## src/rtl/regfile_wb_arbiter.sv

```systemverilog
// rtl/regfile_wb_arbiter.sv - round-robin arbiter for the shared regfile write port with pending scoreboard
module regfile_wb_arbiter #(
  parameter int XLEN = 32,
  parameter int NREG = 32,
  localparam int IW = $clog2(NREG)
) (
  input  logic                   clk,
  input  logic                   rstn,
  input  logic                   wb0_valid,
  input  logic [IW-1:0]          wb0_reg,
  input  logic signed [XLEN-1:0] wb0_data,
  output logic                   wb0_ready,
  input  logic                   wb1_valid,
  input  logic [IW-1:0]          wb1_reg,
  input  logic signed [XLEN-1:0] wb1_data,
  output logic                   wb1_ready,
  input  logic                   alloc_en,
  input  logic [IW-1:0]          alloc_reg,
  output logic                   alloc_conflict,
  output logic [NREG-1:0]        pending,
  output logic [IW-1:0]          write_reg,
  output logic signed [XLEN-1:0] write_data,
  output logic                   write_en
);

  // last_grant_q is the port granted most recently; reset to 1 so port 0 wins the first tie
  logic                   last_grant_q, last_grant_d;
  logic                   write_en_q, write_en_d;
  logic [IW-1:0]          write_reg_q, write_reg_d;
  logic signed [XLEN-1:0] write_data_q, write_data_d;
  logic [NREG-1:0]        pending_q, pending_d;
  logic                   gnt0, gnt1, set_ok;

  always_comb begin
    gnt0 = wb0_valid & (~wb1_valid | last_grant_q);
    gnt1 = wb1_valid & (~wb0_valid | ~last_grant_q);

    last_grant_d = last_grant_q;
    write_en_d   = 1'b0;
    write_reg_d  = write_reg_q;
    write_data_d = write_data_q;
    if (gnt0) begin
      last_grant_d = 1'b0;
      write_en_d   = (wb0_reg != '0);
      write_reg_d  = wb0_reg;
      write_data_d = wb0_data;
    end else if (gnt1) begin
      last_grant_d = 1'b1;
      write_en_d   = (wb1_reg != '0);
      write_reg_d  = wb1_reg;
      write_data_d = wb1_data;
    end

    // A port-1 write retiring the same register being reallocated must not lose the new allocation
    set_ok = alloc_en && (alloc_reg != '0) &&
             (!pending_q[alloc_reg] || (gnt1 && (wb1_reg == alloc_reg)));

    pending_d = pending_q;
    if (gnt1) begin
      pending_d[wb1_reg] = 1'b0;
    end
    if (set_ok) begin
      pending_d[alloc_reg] = 1'b1;
    end
    pending_d[0] = 1'b0;
  end

  always_ff @(posedge clk or negedge rstn) begin
    if (!rstn) begin
      last_grant_q <= 1'b1;
      write_en_q   <= 1'b0;
      write_reg_q  <= '0;
      write_data_q <= '0;
      pending_q    <= '0;
    end else begin
      last_grant_q <= last_grant_d;
      write_en_q   <= write_en_d;
      write_reg_q  <= write_reg_d;
      write_data_q <= write_data_d;
      pending_q    <= pending_d;
    end
  end

  assign wb0_ready      = gnt0;
  assign wb1_ready      = gnt1;
  assign alloc_conflict = alloc_en & pending_q[alloc_reg];
  assign pending        = pending_q;
  assign write_en       = write_en_q;
  assign write_reg      = write_reg_q;
  assign write_data     = write_data_q;

endmodule

```

## config.mk

```make
export PLATFORM = sky130hd
export DESIGN_NAME = regfile_wb_arbiter
export DESIGN_NICKNAME = d
export VERILOG_FILES = /design/src/rtl/regfile_wb_arbiter.sv
export SDC_FILE = /design/constraint.sdc
export NUM_CORES = 1
export LEC_CHECK = 0
export ABC_AREA = 1
export BUFFER_PORTS_ARGS = -buffer_cell sky130_fd_sc_hd__buf_2
export CAP_MARGIN = 40
export CORE_MARGIN = 4
export CORE_UTILIZATION = 25
export CTS_CLUSTER_SIZE = 14
export DETAILED_ROUTE_END_ITERATION = 6
export PLACE_DENSITY_LB_ADDON = 0.3
export SYNTH_ARGS = -nofsm -noshare
export SYNTH_HDL_FRONTEND = slang
export SYNTH_SLANG_ARGS = --single-unit
```

## constraint.sdc

```tcl
create_clock -name clk -period 2.5 [get_ports clk]
set_input_delay 0.125 -clock clk [delete_from_list [all_inputs] [get_ports clk]]
set_output_delay 0.125 -clock clk [all_outputs]
set_load 0.05 [all_outputs]
```

Word level (Yosys, flattened, before mapping)
Index checks and enable logic that the tools add are counted.
Word-level totals
  input port bits: 84
  register bits: 70
  logic and storage cells: 48
  output and inout port bits: 73
Cells by class
  equal/unequal tests: 1
  reductions and logical operators: 11
  bitwise logic cells: 11
  $lt $le $gt $ge: 4
  multiplexer cells: 16
Operators with widths (count)
  two-way mux 32 bit: 4
  bitwise AND 32 bit: 1
  inverter 32 bit: 1
  bitwise OR 32 bit: 1
  nonzero test 5 bit: 3
  < comparator 5 x 6 -> 1 bit (second input constant): 2
  demux 1 bit (select 5 bit): 2
  >= comparator 5 x 1 -> 1 bit (second input constant): 2
  two-way mux 5 bit: 2
  two-way mux 1 bit: 7
  binary-select mux 1 bit (select 5 bit): 1
  == test 5 bit: 1
  logical AND 1 bit: 5
  bitwise AND 1 bit: 3
  inverter 1 bit: 3
  bitwise OR 1 bit: 2
  nonzero test 2 bit: 1
  zero test 1 bit: 1
  logical OR 1 bit: 1

Logic depth before layout (Yosys ltp)
Gate-level depths: netlist of run 1.
  depth after elaboration: 9
  mapped depth: 16

Worst setup path before layout of run 1
No wires, ideal clock.
  kind: register -> output
  start point: register pending_q[27] (netlist: pending[27])
  end point: output alloc_conflict
  buffers on the path: 0
  cell stages (with the launch flop): 9
  required time: 2375 ps
  arrival: 2159 ps
  setup slack: 216 ps
  path through: dfrtp_1 > nand2_1 > nand2_1 > nand2_1 > nand2_1 > nand2_1 > nand2_1 > nor2_1 > a21boi_0
On the way
  word-level cells in the longest chain between the ends: 3
Ends and longest elaborated chain
  start, declared: RTL line 31  | logic [NREG-1:0] pending_q, pending_d;
  start signal, assigned: RTL line 80  | pending_q <= pending_d;
  binary-select mux 1 bit (select 5 bit): RTL line 86  | assign alloc_conflict = alloc_en & pending_q[alloc_reg];
  two-way mux 1 bit (not written as such): RTL line 86
  bitwise AND 1 bit: RTL line 86
  end, declared: RTL line 19  | output logic alloc_conflict,
Every way passes these cells. The select of a mux whose other input is x is not followed.

Worst setup path after layout of run 1
  start point: register last_grant_q
  end point: output wb0_ready
On the way
  word-level cells in the longest chain between the ends: 2
Ends and longest elaborated chain
  start, declared: RTL line 27  | logic last_grant_q, last_grant_d;
  start signal, assigned: RTL line 76  | last_grant_q <= last_grant_d;
  bitwise OR 1 bit: RTL line 35  | gnt0 = wb0_valid & (~wb1_valid | last_grant_q);
  bitwise AND 1 bit: RTL line 35
  end, declared: RTL line 12  | output logic wb0_ready,
Every way passes these cells.

==> summary.md, run 1 <==
| Metric | Value |
|---|---|
| R2r setup slk | 580 ps |
| Pins Over Slew Limit | 0 |
| Num rows | 46 |
| Area of the mapped netlist | ~4000 um^2 |
| Final Critical Period | between 1500 and 2000 ps |
| Initial antenna violation count | 0 |
| Max cap viols | 0 |
| Cell taking the most area after synthesis | dfrtp_1 |
| CP Depth | 4 |
| Top Family by Delay on Critical Path | buffers and inverters |
| Layout Nets | between 700 and 800 |
| Type of element launching the critical path | flip-flop |
| Sequential area share after synthesis | 0.438 |
| Total Wirelength | between 10 and 15 mm |
| DRC Markers | 0 |
| Ys async rst share | 1.00 |
| RSZ-0062 raised after global routing | no |
| Setup crit end | wb0_ready |
| Die Y-Extent | between 100 and 150 um |
| IO Pins | roughly 160 |
| Worst min-delay path class | in2reg |
| Global-route wire length before repair | ~23 mm |
| Vias/cell | 4.71 |
| Critical R2R Launch | last_grant_q |
| Via count | 4,387 |
| FF-to-FF path depth | 6 |
| Total Routing Usage GR | 0.158 |
| Max-slew headroom | 0.546 |
| Synth top area share | 0.431 |
| Design area | around 5400 um^2 |
| Global route total overflow | 0 |
| # port buffers | 155 |
| Worst R2R End | pending[30] |
| Yosys cell types | 28 |
| Largest cells by area after synthesis | dfrtp_1 43%, nand2_1 13%, nand3_1 9.6%, o21ai_0 9.5%, nor2_1 5.0% |
| DRT Pass-1 Iters | 5 |
| Clock Latency Late Sink | between 300 and 400 ps |
| Fmax | 520 MHz |
| Max Root-Sink Buffers | 2 |
| Critical Path End Type | output port |
| CTS tree | built |
| Mapped Nets | between 600 and 700 |
| Worst Skew | around 6.3 ps |
| Layout area overhead | 33.9% |
| Synthesized area per cell | ~7 um^2 |
| CP Launch Point | last_grant_q |
| Total die area | about 18,000 um^2 |
| Status | completed |
| Worst slew pin tran | about 700 ps |
| Setup TNS | 0 ps |
| Worst-path maximum fanout | 31 |
| Setup Fix Bufs, Post-CTS | 0 |
| Ant diodes | 0 |
| Leakage power | between 0.002 and 0.003 uW |
| Gate Count Post-Synth | around 570 |
| CTS clk-pin slew, worst paths | ~60 ps |
| Yosys reg bits | 70 |
| # setup viols final | 0 |
| Critical Path RT | approximately 2400 ps |
| Pwr dens | ~1100 nW/um^2 |
| Class of the most critical setup path | reg2out |
| Hpwl dp | 10.4 mm |
| Placed instance area | around 5000 um^2 |
| Number of flip-flops in the largest register | 32 |
| Die W | 135 um |
| Number of global-route vias before repair | 4,163 |
| Fillers | 1,749 |
| Post-synth EDFFs | 0 |
| Clock Sinks | 70 |
| H-tree levels | 3 |
| Most frequent cell after synthesis | nand2_1 |
| Area of the core | 15,800 um^2 |
| Period utilization | 0.769 |
| CP Buf/Inv Count | 3 |
| Num CTS Buffers | 9 |
| Yosys warning count | 0 |
| Antenna-violating nets left | 0 |
| Synth cell count leaders | 140 x nand2_1, 77 x nand3_1, 76 x o21ai_0 |
| Main synth FF type | dfrtp_1 |
| VDD IR max | 0.000607 V |
| Largest net degree at the start of global routing | 70 |
| Hold slack | 22.4 ps |
| Worst path arrival time | approximately 1800 ps |
| Root Buffer | clkbuf_16 |
| Largest stage delay on the critical path | approximately 580 ps |
| CP max-delay cell | dfstp_2 |
| Initial DRC Count | around 370 |
| CP Cell Sequence | o21ai_4 > inv_1 > buf_12 > buf_2 |
| Placer Congestion | 0.844 |
| Initial Utilization | 0.254 |
| Hold Fails Final Rpt | 0 |
| Share of cells above drive strength 1 | 0.265 |
| Routed wire per std cell | ~15 um |
where the power goes:
group	internal [uW]	switching (uW)	leakage, uW
Sequential	1440	246	0.000843
Combinational	599	1900	0.00178
Clock	1000	510	0.000172
Total	3040	2650	0.00279
cell families (layout without fill, tap and decap cells):
family,after synthesis,after routing,synth area share
compound gates,127,127,0.167
xor+xnor,2,2,0.00437
buf+inv,81,230,0.0890
flops,70,70,0.438
other cells,1,1,0.000936
simple gates,286,286,0.301
what timing repair did:
item	CTS	global route
hold endpoints to repair	30	0
gates resized for setup	0	0
hold buffers	1	0
worst reg2reg max path: cells and delay by family (launching register included):
kind | cells | cell delay [ps]
AOI/OAI and AO/OA | 3 | 790
DFF | 1 | 400
and+or+nand+nor | 3 | 620
through the flow:
stage                     cells  utilization  worst slack (ps)  total power, uW
after floorplan             567            -               216             3510
after global placement      914        0.316               600             4200
after detailed placement    915        0.317               578             4220
after CTS                   932        0.340               537             5750
after global routing        932        0.340               409             6020
final                       932        0.340               577             5690
final cells by class:
cell class                      instances  area [um^2]  area share
Clock inverter                          6          109      0.0203
Timing Repair Buffer                  166          901       0.168
Inverter                               48          183      0.0341
Sequential cell                        70         1750       0.327
Multi-Input combinational cell        416         1910       0.356
Tap cell                              216          270      0.0504
Clock buffer                           10          239      0.0446
how the worst min path moves through the flow:
stage | start | cells past startpoint | slack (ps) | endpoint
after floorplan | rstn | 0 | -170 | pending[10]
after CTS | wb0_reg[1] | 3 | 20 | write_en
after global placement | rstn | 1 | 330 | write_data[6]
final | wb0_reg[1] | 3 | 20 | write_en
after global routing | wb0_reg[1] | 3 | 30 | write_en
after detailed placement | rstn | 1 | 100 | write_data[6]
metal layers:
layer	up-vias	routed length (um)	GRT usage
met2	206	6240	0.244
met4	0	201	0.0492
li1	2156	-	-
met1	2009	6610	0.223
met5	-	0	0
met3	16	1290	0.0343
layout by cell type, fill, tap and decap left out, types with 3 or more instances in the layout:
cell type,instances
nor2_1,53
nand3_1,77
o21ai_1,7
nand2_1,140
dfrtp_1,69
buf_12,3
nor3_1,11
clkbuf_16,9
a21oi_1,33
inv_1,45
o21ai_0,76
buf_2,154
bufinv_16,3
buf_4,8
o211ai_1,5
Note: power is estimated with default switching activity, not from simulation.
==> run 2, diff against run 1 <==
Clock period 2.5 ns to 1.9 ns, I/O delays scaled along.
==> run 2 against run 1 <==
- critical path depth increased by 2
- sequential power increased by 32%
- cell area increased by 1.6%
- clock-buffer cell count decreased by 1
- power increased by 31%
- core utilization increased by 0.55 points
- critical path type is now reg2reg
- worst setup slack got worse by 480 ps
- non-clock buffer count increased by 9
- register-to-register slack got worse by 480 ps
- die area unchanged
- via count increased by 1.2%
- sequential cell count unchanged
==> summary.md, run 2 (synthesis results as in run 1) <==
| Metric | Value |
|---|---|
| Status | completed (unchanged) |
| Total die area | 18,100 um^2 (unchanged) |
| Num CTS Buffers | 9 (unchanged) |
| Routed wire per std cell | 15.7 um (was 15.4 um) |
| Max-slew headroom | 0.584 (was 0.546) |
| Largest net degree at the start of global routing | 70 (unchanged) |
| Num rows | 46 (unchanged) |
| IO Pins | 157 (unchanged) |
| Layout area overhead | 36.0% (was 33.9%) |
| Initial antenna violation count | 0 (unchanged) |
| Worst setup margin | 95.3 ps (was 577 ps) |
| CP Buf/Inv Count | 3 (unchanged) |
| Clock Sinks | 70 (unchanged) |
| Worst Skew | 5.78 ps (was 6.33 ps) |
| Layout Nets | 804 (was 795) |
| R2r setup slk | 100 ps (was 580 ps) |
| FF-to-FF path depth | 6 (unchanged) |
| Number of flip-flops in the largest register | 32 (unchanged) |
| Dpl ws | 186 ps (was 578 ps) |
| Ant diodes | 0 (unchanged) |
| Critical Path End Type | flip-flop (was output port) |
| DRT Pass-1 Iters | 5 (unchanged) |
| Worst min-delay path class | in2reg (unchanged) |
| Die Y-Extent | 135 um (unchanged) |
| Root Buffer | clkbuf_16 (unchanged) |
| Clock Latency Late Sink | 340 ps (about the same) |
| Area of the core | 15,800 um^2 (unchanged) |
| Global-route wire length before repair | 23.4 mm (was 22.7 mm) |
| Antenna-violating nets left | 0 (unchanged) |
| Total Wirelength | 14.8 mm (was 14.3 mm) |
| Worst path arrival time | 2080 ps (was 1800 ps) |
| DRC Markers | 0 (unchanged) |
| Final Critical Period | about 1800 ps |
| H-tree levels | 3 (unchanged) |
| Class of the most critical setup path | reg2reg (was reg2out) |
| Leakage power | 0.00283 uW (was 0.00279 uW) |
| Worst-path maximum fanout | 35 (was 31) |
| Die W | 135 um (unchanged) |
| Hold Crit Start | wb0_reg[4] (was wb0_reg[1]) |
| # port buffers | 155 (unchanged) |
| Type of element launching the critical path | flip-flop (unchanged) |
| Max cap viols | 0 (unchanged) |
| RSZ-0062 raised after global routing | no (unchanged) |
| Worst R2R End | write_en (was pending[30]) |
| Total Routing Usage GR | 0.163 (was 0.158) |
| Max Root-Sink Buffers | 2 (unchanged) |
| Initial Utilization | 0.254 (unchanged) |
| CP max-delay cell | dfstp_2 (unchanged) |
| Most common cell after layout, fill and taps aside | buf_2 (unchanged) |
| VDD IR max | 0.000869 V (was 0.000607 V) |
| Largest stage delay on the critical path | 590 ps (was 580 ps) |
| Hold Path Sink | write_reg[4] (was write_en) |
| Period utilization | 0.950 |
| Share of cells above drive strength 1 | 0.269 (was 0.265) |
| Highest-count cells in the layout ignoring fill and taps | 153 x buf_2, 140 x nand2_1, 76 x nand3_1, 76 x o21ai_0, 69 x dfrtp_1 (was 154 x buf_2, 140 x nand2_1, 77 x nand3_1, 76 x o21ai_0, 69 x dfrtp_1) |
| Number of global-route vias before repair | 4,313 (was 4,163) |
| Initial DRC Count | 295 (was 374) |
| Global route total overflow | 0 (unchanged) |
| CP Cell Sequence | o21ai_4 > inv_1 > buf_12 > o41ai_1 > dlygate4sd3_1 > nand3_1 (was o21ai_4 > inv_1 > buf_12 > buf_2) |
| Worst hold path stage count | 3 (unchanged) |
| Top Family by Delay on Critical Path | buffers and inverters (unchanged) |
| # setup viols final | 0 (unchanged) |
| Via count | 4,441 (was 4,387) |
| Setup TNS | 0 ps (unchanged) |
| Hpwl dp | 10.7 mm (was 10.4 mm) |
| Placer Congestion | 0.862 (was 0.844) |
| Critical R2R Launch | last_grant_q (unchanged) |
| Vias/cell | 4.72 (was 4.71) |
| CTS tree | built (unchanged) |
| CTS clk-pin slew, worst paths | 60 ps (about the same) |
| Setup Fix Bufs, Post-CTS | 0 (unchanged) |
| Worst slew pin tran | 624 ps (was 681 ps) |
| Pwr dens | 1370 nW/um^2 (was 1060 nW/um^2) |
| Fmax | ~550 MHz |
| Pins Over Slew Limit | 0 (unchanged) |
| Critical Path RT | 2180 ps (was 2380 ps) |
| Hold slack | 27.0 ps (was 22.4 ps) |
| Hold Fails Final Rpt | 0 (unchanged) |
==> run 2: cell types whose count changed in the layout (fill, tap and decap cells not counted), sizes merged <==
| cell | before | now |
|---|---|---|
| clkinvlp | 0 | 1 |
| dlygate4sd3 | 1 | 5 |
| buf | 165 | 169 |
| clkinv | 4 | 3 |
==> run 2: metal layers <==
| layer | up-vias | track usage | part of all wire |
|---|---|---|---|
| met3 | 17 | 0.0484 | 0.090 |
| met4 | 0 | 0.0396 | 0.016 |
| met1 | 2046 | 0.222 | 0.45 |
| li1 | 2169 | - | - |
| met5 | - | 0 | 0 |
| met2 | 209 | 0.257 | 0.45 |
==> run 2: final cells by class <==
type                       instances  area (um^2)
clock buffer                       9          225
clock inverter                     6          111
fill                            1720        10300
inverter                          48          183
multi-input combinational        416         1910
sequential                        70         1750
tap                              216          270
timing repair buffer             175          993
==> run 2: per-stage QoR <==
| stage | instance area (um^2) | power, uW | utilization | instances |
|---|---|---|---|---|
| final | 5450 | 7480 | 0.345 | 940 |
| after global routing | 5450 | 7950 | 0.345 | 940 |
| after CTS | 5440 | 7580 | 0.345 | 940 |
| after detailed placement | 5050 | 5580 | 0.320 | 920 |
| after global placement | 5050 | 5560 | 0.320 | 920 |
| after floorplan | 4010 | 4620 | - | 567 |
==> run 2: worst max path at each step <==
stage / start / endpoint / slack (ps) / cells after the start
global placement: last_grant_q / pending[31] / 200 / 6
floorplan: pending[27] / alloc_conflict / 20 / 8
CTS: last_grant_q / write_en / 100 / 6
finish: last_grant_q / write_en / 100 / 6
detailed placement: last_grant_q / pending[31] / 190 / 6
global route: pending[22] / alloc_conflict / 20 / 9
==> run 2: power by group <==
group          switching [uW]  total, uW  internal, uW
clock network             666       1940          1270
registers                 333       2220          1890
logic                    2500       3320           817
==> run 2: worst min-delay path: cells and delay by family <==
family | cells | cell delay, ps
AOI/OAI and AO/OA | 1 | 80
and+or+nand+nor | 1 | 60
buffers and inverters | 1 | 100
==> run 2: timing repair <==
action,in CTS,in global routing
resized for setup,0,2
endpoints found under the setup margin,0,2
endpoints found under the hold margin,45,0
hold buffers,5,0
==> run 3, diff against run 2 <==
Settings changed: ABC_AREA 1 to unset, GPL_ROUTABILITY_DRIVEN set to 0.
==> run 3 against run 2 <==
- the flow now finishes with violations (negative setup slack)
- final cell count is 2.6% lower
- combinational power is 17% lower
- worst setup slack worse by 210 ps
- core utilization is 1.9 points higher
- cell area is 11% higher
- first-iteration DRC count is 2.7% higher
- clock skew is 2.3 ps higher
- non-clock buffer count is 52 higher
==> summary.md, run 3 <==
| Metric | Value |
|---|---|
| Layout Nets | 775 (was 804) |
| Global-route wire length before repair | 24.2 mm (was 23.4 mm) |
| Most common cell after layout, fill and taps aside | buf_2 (unchanged) |
| Status | complete, but fails checks (was completed) |
| Hold Crit Start | wb1_data[25] (was wb0_reg[4]) |
| Num rows | 47 (was 46) |
| Max cap viols | 0 (unchanged) |
| Initial DRC Count | 303 (was 295) |
| Ant diodes | 0 (unchanged) |
| Critical Path End Type | output port (was flip-flop) |
| Synth cell count leaders | 80 x nand2_1, 69 x dfrtp_1, 60 x a21oi_1 (was 140 x nand2_1, 77 x nand3_1, 76 x o21ai_0) |
| Yosys reg bits | 70 (unchanged) |
| Area of the core | 16,600 um^2 (was 15,800 um^2) |
| H-tree levels | 3 (unchanged) |
| Max-slew headroom | 0.601 (was 0.584) |
| CP Cell Sequence | mux4_2 > or3b_1 > and3_4 > nand4b_4 > and2_4 > buf_8 (was o21ai_4 > inv_1 > buf_12 > o41ai_1 > dlygate4sd3_1 > nand3_1) |
| Failing checks | negative setup slack |
| Synth top area share | 0.405 (was 0.431) |
| # setup viols final | 1 (was 0) |
| Placed instance area | 5410 um^2 (was 5050 um^2) |
| Via count | 4,482 (was 4,441) |
| Worst slew pin tran | 597 ps (was 624 ps) |
| Largest cells by area after synthesis | dfrtp_1 41%, a21oi_1 7.0%, nand2_1 7.0%, o21ai_0 4.7%, nand2b_1 4.6% (was dfrtp_1 43%, nand2_1 13%, nand3_1 9.6%, o21ai_0 9.5%, nor2_1 5.0%) |
| Worst path arrival time | 1920 ps (was 2080 ps) |
| Clock Latency Late Sink | 340 ps (about the same) |
| # port buffers | 155 (unchanged) |
| CP Launch Point | pending[23] (was last_grant_q) |
| Num CTS Buffers | 9 (unchanged) |
| Gate Count Post-Synth | 499 (was 567) |
| Antenna-violating nets left | 0 (unchanged) |
| DRT Pass-1 Iters | 4 (was 5) |
| Clock Sinks | 70 (unchanged) |
| Setup TNS | -115 ps (was 0 ps) |
| Root Buffer | clkbuf_16 (unchanged) |
| Cell taking the most area after synthesis | dfrtp_1 (unchanged) |
| RSZ-0062 raised after global routing | yes (was no) |
| Fmax | 496 MHz (was 554 MHz) |
| Sequential area share after synthesis | 0.411 (was 0.438) |
| Area of the mapped netlist | 4260 um^2 (was 4010 um^2) |
| Synthesized area per cell | 8.54 um^2 (was 7.06 um^2) |
| Design area | 6060 um^2 (was 5450 um^2) |
| Cell count after placement | 866 (was 920) |
| Class of the most critical setup path | reg2out (was reg2reg) |
| Leakage power | 0.00268 uW (was 0.00283 uW) |
| Mapped Nets | 583 (was 651) |
| Type of element launching the critical path | flip-flop (unchanged) |
| Yosys cell types | 52 (was 28) |
| Initial Utilization | 0.256 (was 0.254) |
| CP max-delay cell | mux4_2 (was dfstp_2) |
| Fillers | 1,728 (was 1,720) |
| Hpwl dp | 10.9 mm (was 10.7 mm) |
| Layout area overhead | 42.2% (was 36.0%) |
| Ys async rst share | 1.00 (unchanged) |
| Worst setup margin | -115 ps (was 95.3 ps) |
| CTS tree | built (unchanged) |
| Largest net degree at the start of global routing | 40 (was 70) |
| Worst Skew | 8.04 ps (was 5.78 ps) |
| Most frequent cell after synthesis | nand2_1 (unchanged) |
| Global route total overflow | 0 (unchanged) |
| Total die area | 19,200 um^2 (was 18,100 um^2) |
| Die W | 139 um (was 135 um) |
| Max Root-Sink Buffers | 2 (unchanged) |
| DRC Markers | 0 (unchanged) |
| Total Routing Usage GR | 0.158 (was 0.163) |
| Final Critical Period | 2010 ps (was 1800 ps) |
| CP Buf/Inv Count | 1 (was 3) |
| IO Pins | 157 (unchanged) |
| Worst min-delay path class | in2reg (unchanged) |
| Period utilization | 1.06 (was 0.950) |
| Pwr dens | 1060 nW/um^2 (was 1370 nW/um^2) |
| Top Family by Delay on Critical Path | simple AND/OR/NAND/NOR gates (was buffers and inverters) |
| Number of global-route vias before repair | 4,349 (was 4,313) |
| Pins Over Slew Limit | 0 (unchanged) |
| Die Y-Extent | 139 um (was 135 um) |
| Vias/cell | 4.89 (was 4.72) |
| CTS clk-pin slew, worst paths | 60 ps (about the same) |
| Main synth FF type | dfrtp_1 (unchanged) |
| Largest stage delay on the critical path | 460 ps (was 590 ps) |
| Dpl ws | 88.5 ps (was 186 ps) |
| Highest-count cells in the layout ignoring fill and taps | 152 x buf_2, 80 x nand2_1, 65 x dfrtp_1, 60 x a21oi_1, 40 x o21ai_0 (was 153 x buf_2, 140 x nand2_1, 76 x nand3_1, 76 x o21ai_0, 69 x dfrtp_1) |
| Number of flip-flops in the largest register | 32 (unchanged) |
| Yosys warning count | 0 (unchanged) |
| Finished Core Util | 0.364 (was 0.345) |
| Routed wire per std cell | 16.8 um (was 15.7 um) |
| Non-filler cells, final | 916 (was 940) |
| Share of cells above drive strength 1 | 0.356 (was 0.269) |
| Post-synth EDFFs | 0 (unchanged) |
| Initial antenna violation count | 1 (was 0) |
| Hold Fails Final Rpt | 0 (unchanged) |
| Total Wirelength | 15.4 mm (was 14.8 mm) |
| VDD IR max | 0.000541 V (was 0.000869 V) |
| Critical Path RT | 1800 ps (was 2180 ps) |
| Worst-path maximum fanout | 2 (was 35) |
| Critical R2R Launch | pending[23] (was last_grant_q) |
==> run 3: worst paths after layout <==
check | to | slack, ps | cells after the start
max | alloc_conflict | -110 | 6
max in group asynchronous | last_grant_q | 1000 | 3
min in group asynchronous | pending[27] | 260 | 2
min reg2reg | write_data[11] | 510 | 2
min | write_data[25] | 10 | 3
max reg2reg | pending[26] | 50 | 7
==> run 3: final cells by class <==
type	instances	area [um^2]	share of cell area
clock buffers	13	270	0.0446
clock inverters	3	17.5	0.00289
inverters	3	12.5	0.00206
multi-input cells	380	2280	0.376
flip-flops and latches	70	1760	0.290
well taps	220	275	0.0454
repair buffers	227	1450	0.239
==> run 3: repair_timing <==
action / CTS / global route
endpoints found under the setup margin: 2 / 18
pin swaps: 2 / 0
hold buffers: 32 / 0
endpoints found under the hold margin: 62 / 0
gates resized for setup: 7 / 4
setup buffers: 2 / 0
==> run 3: per-layer routing <==
| layer | up-vias | wire length, um | track usage |
|---|---|---|---|
| met3 | 17 | 1330 | 0.0534 |
| met4 | 2 | 193 | 0.0510 |
| met2 | 190 | 6710 | 0.235 |
| met5 | - | 13 | 0 |
| li1 | 2161 | - | - |
| met1 | 2112 | 7180 | 0.217 |
==> run 3: cells by family after synthesis <==
group / after synthesis / share of synthesized area
other: 1 / 0.000880
AO/OA/AOI/OAI: 176 / 0.256
buffers and inverters: 49 / 0.0561
XOR/XNOR: 5 / 0.0103
AND/OR/NAND/NOR: 181 / 0.220
multiplexers: 17 / 0.0461
flip-flops: 70 / 0.411
==> run 3: worst min-delay path: stages <==
cell,delay [ps]
buf_2,90
o22ai_1,60
nor2_1,70
==> run 3: power breakdown <==
part	switching (uW)	internal (uW)	leakage, uW
registers	255	1810	0.000841
logic	1910	824	0.00170
clock network	668	988	0.000142
total	2840	3620	0.00268
==> run 3: metrics by stage <==
step                power, uW  hold slack, ps
finish                   6450            12.8
global route             6770            22.8
CTS                      6510            2.44
detailed placement       4730            82.4
global placement         4720            77.4
floorplan                3910            -201
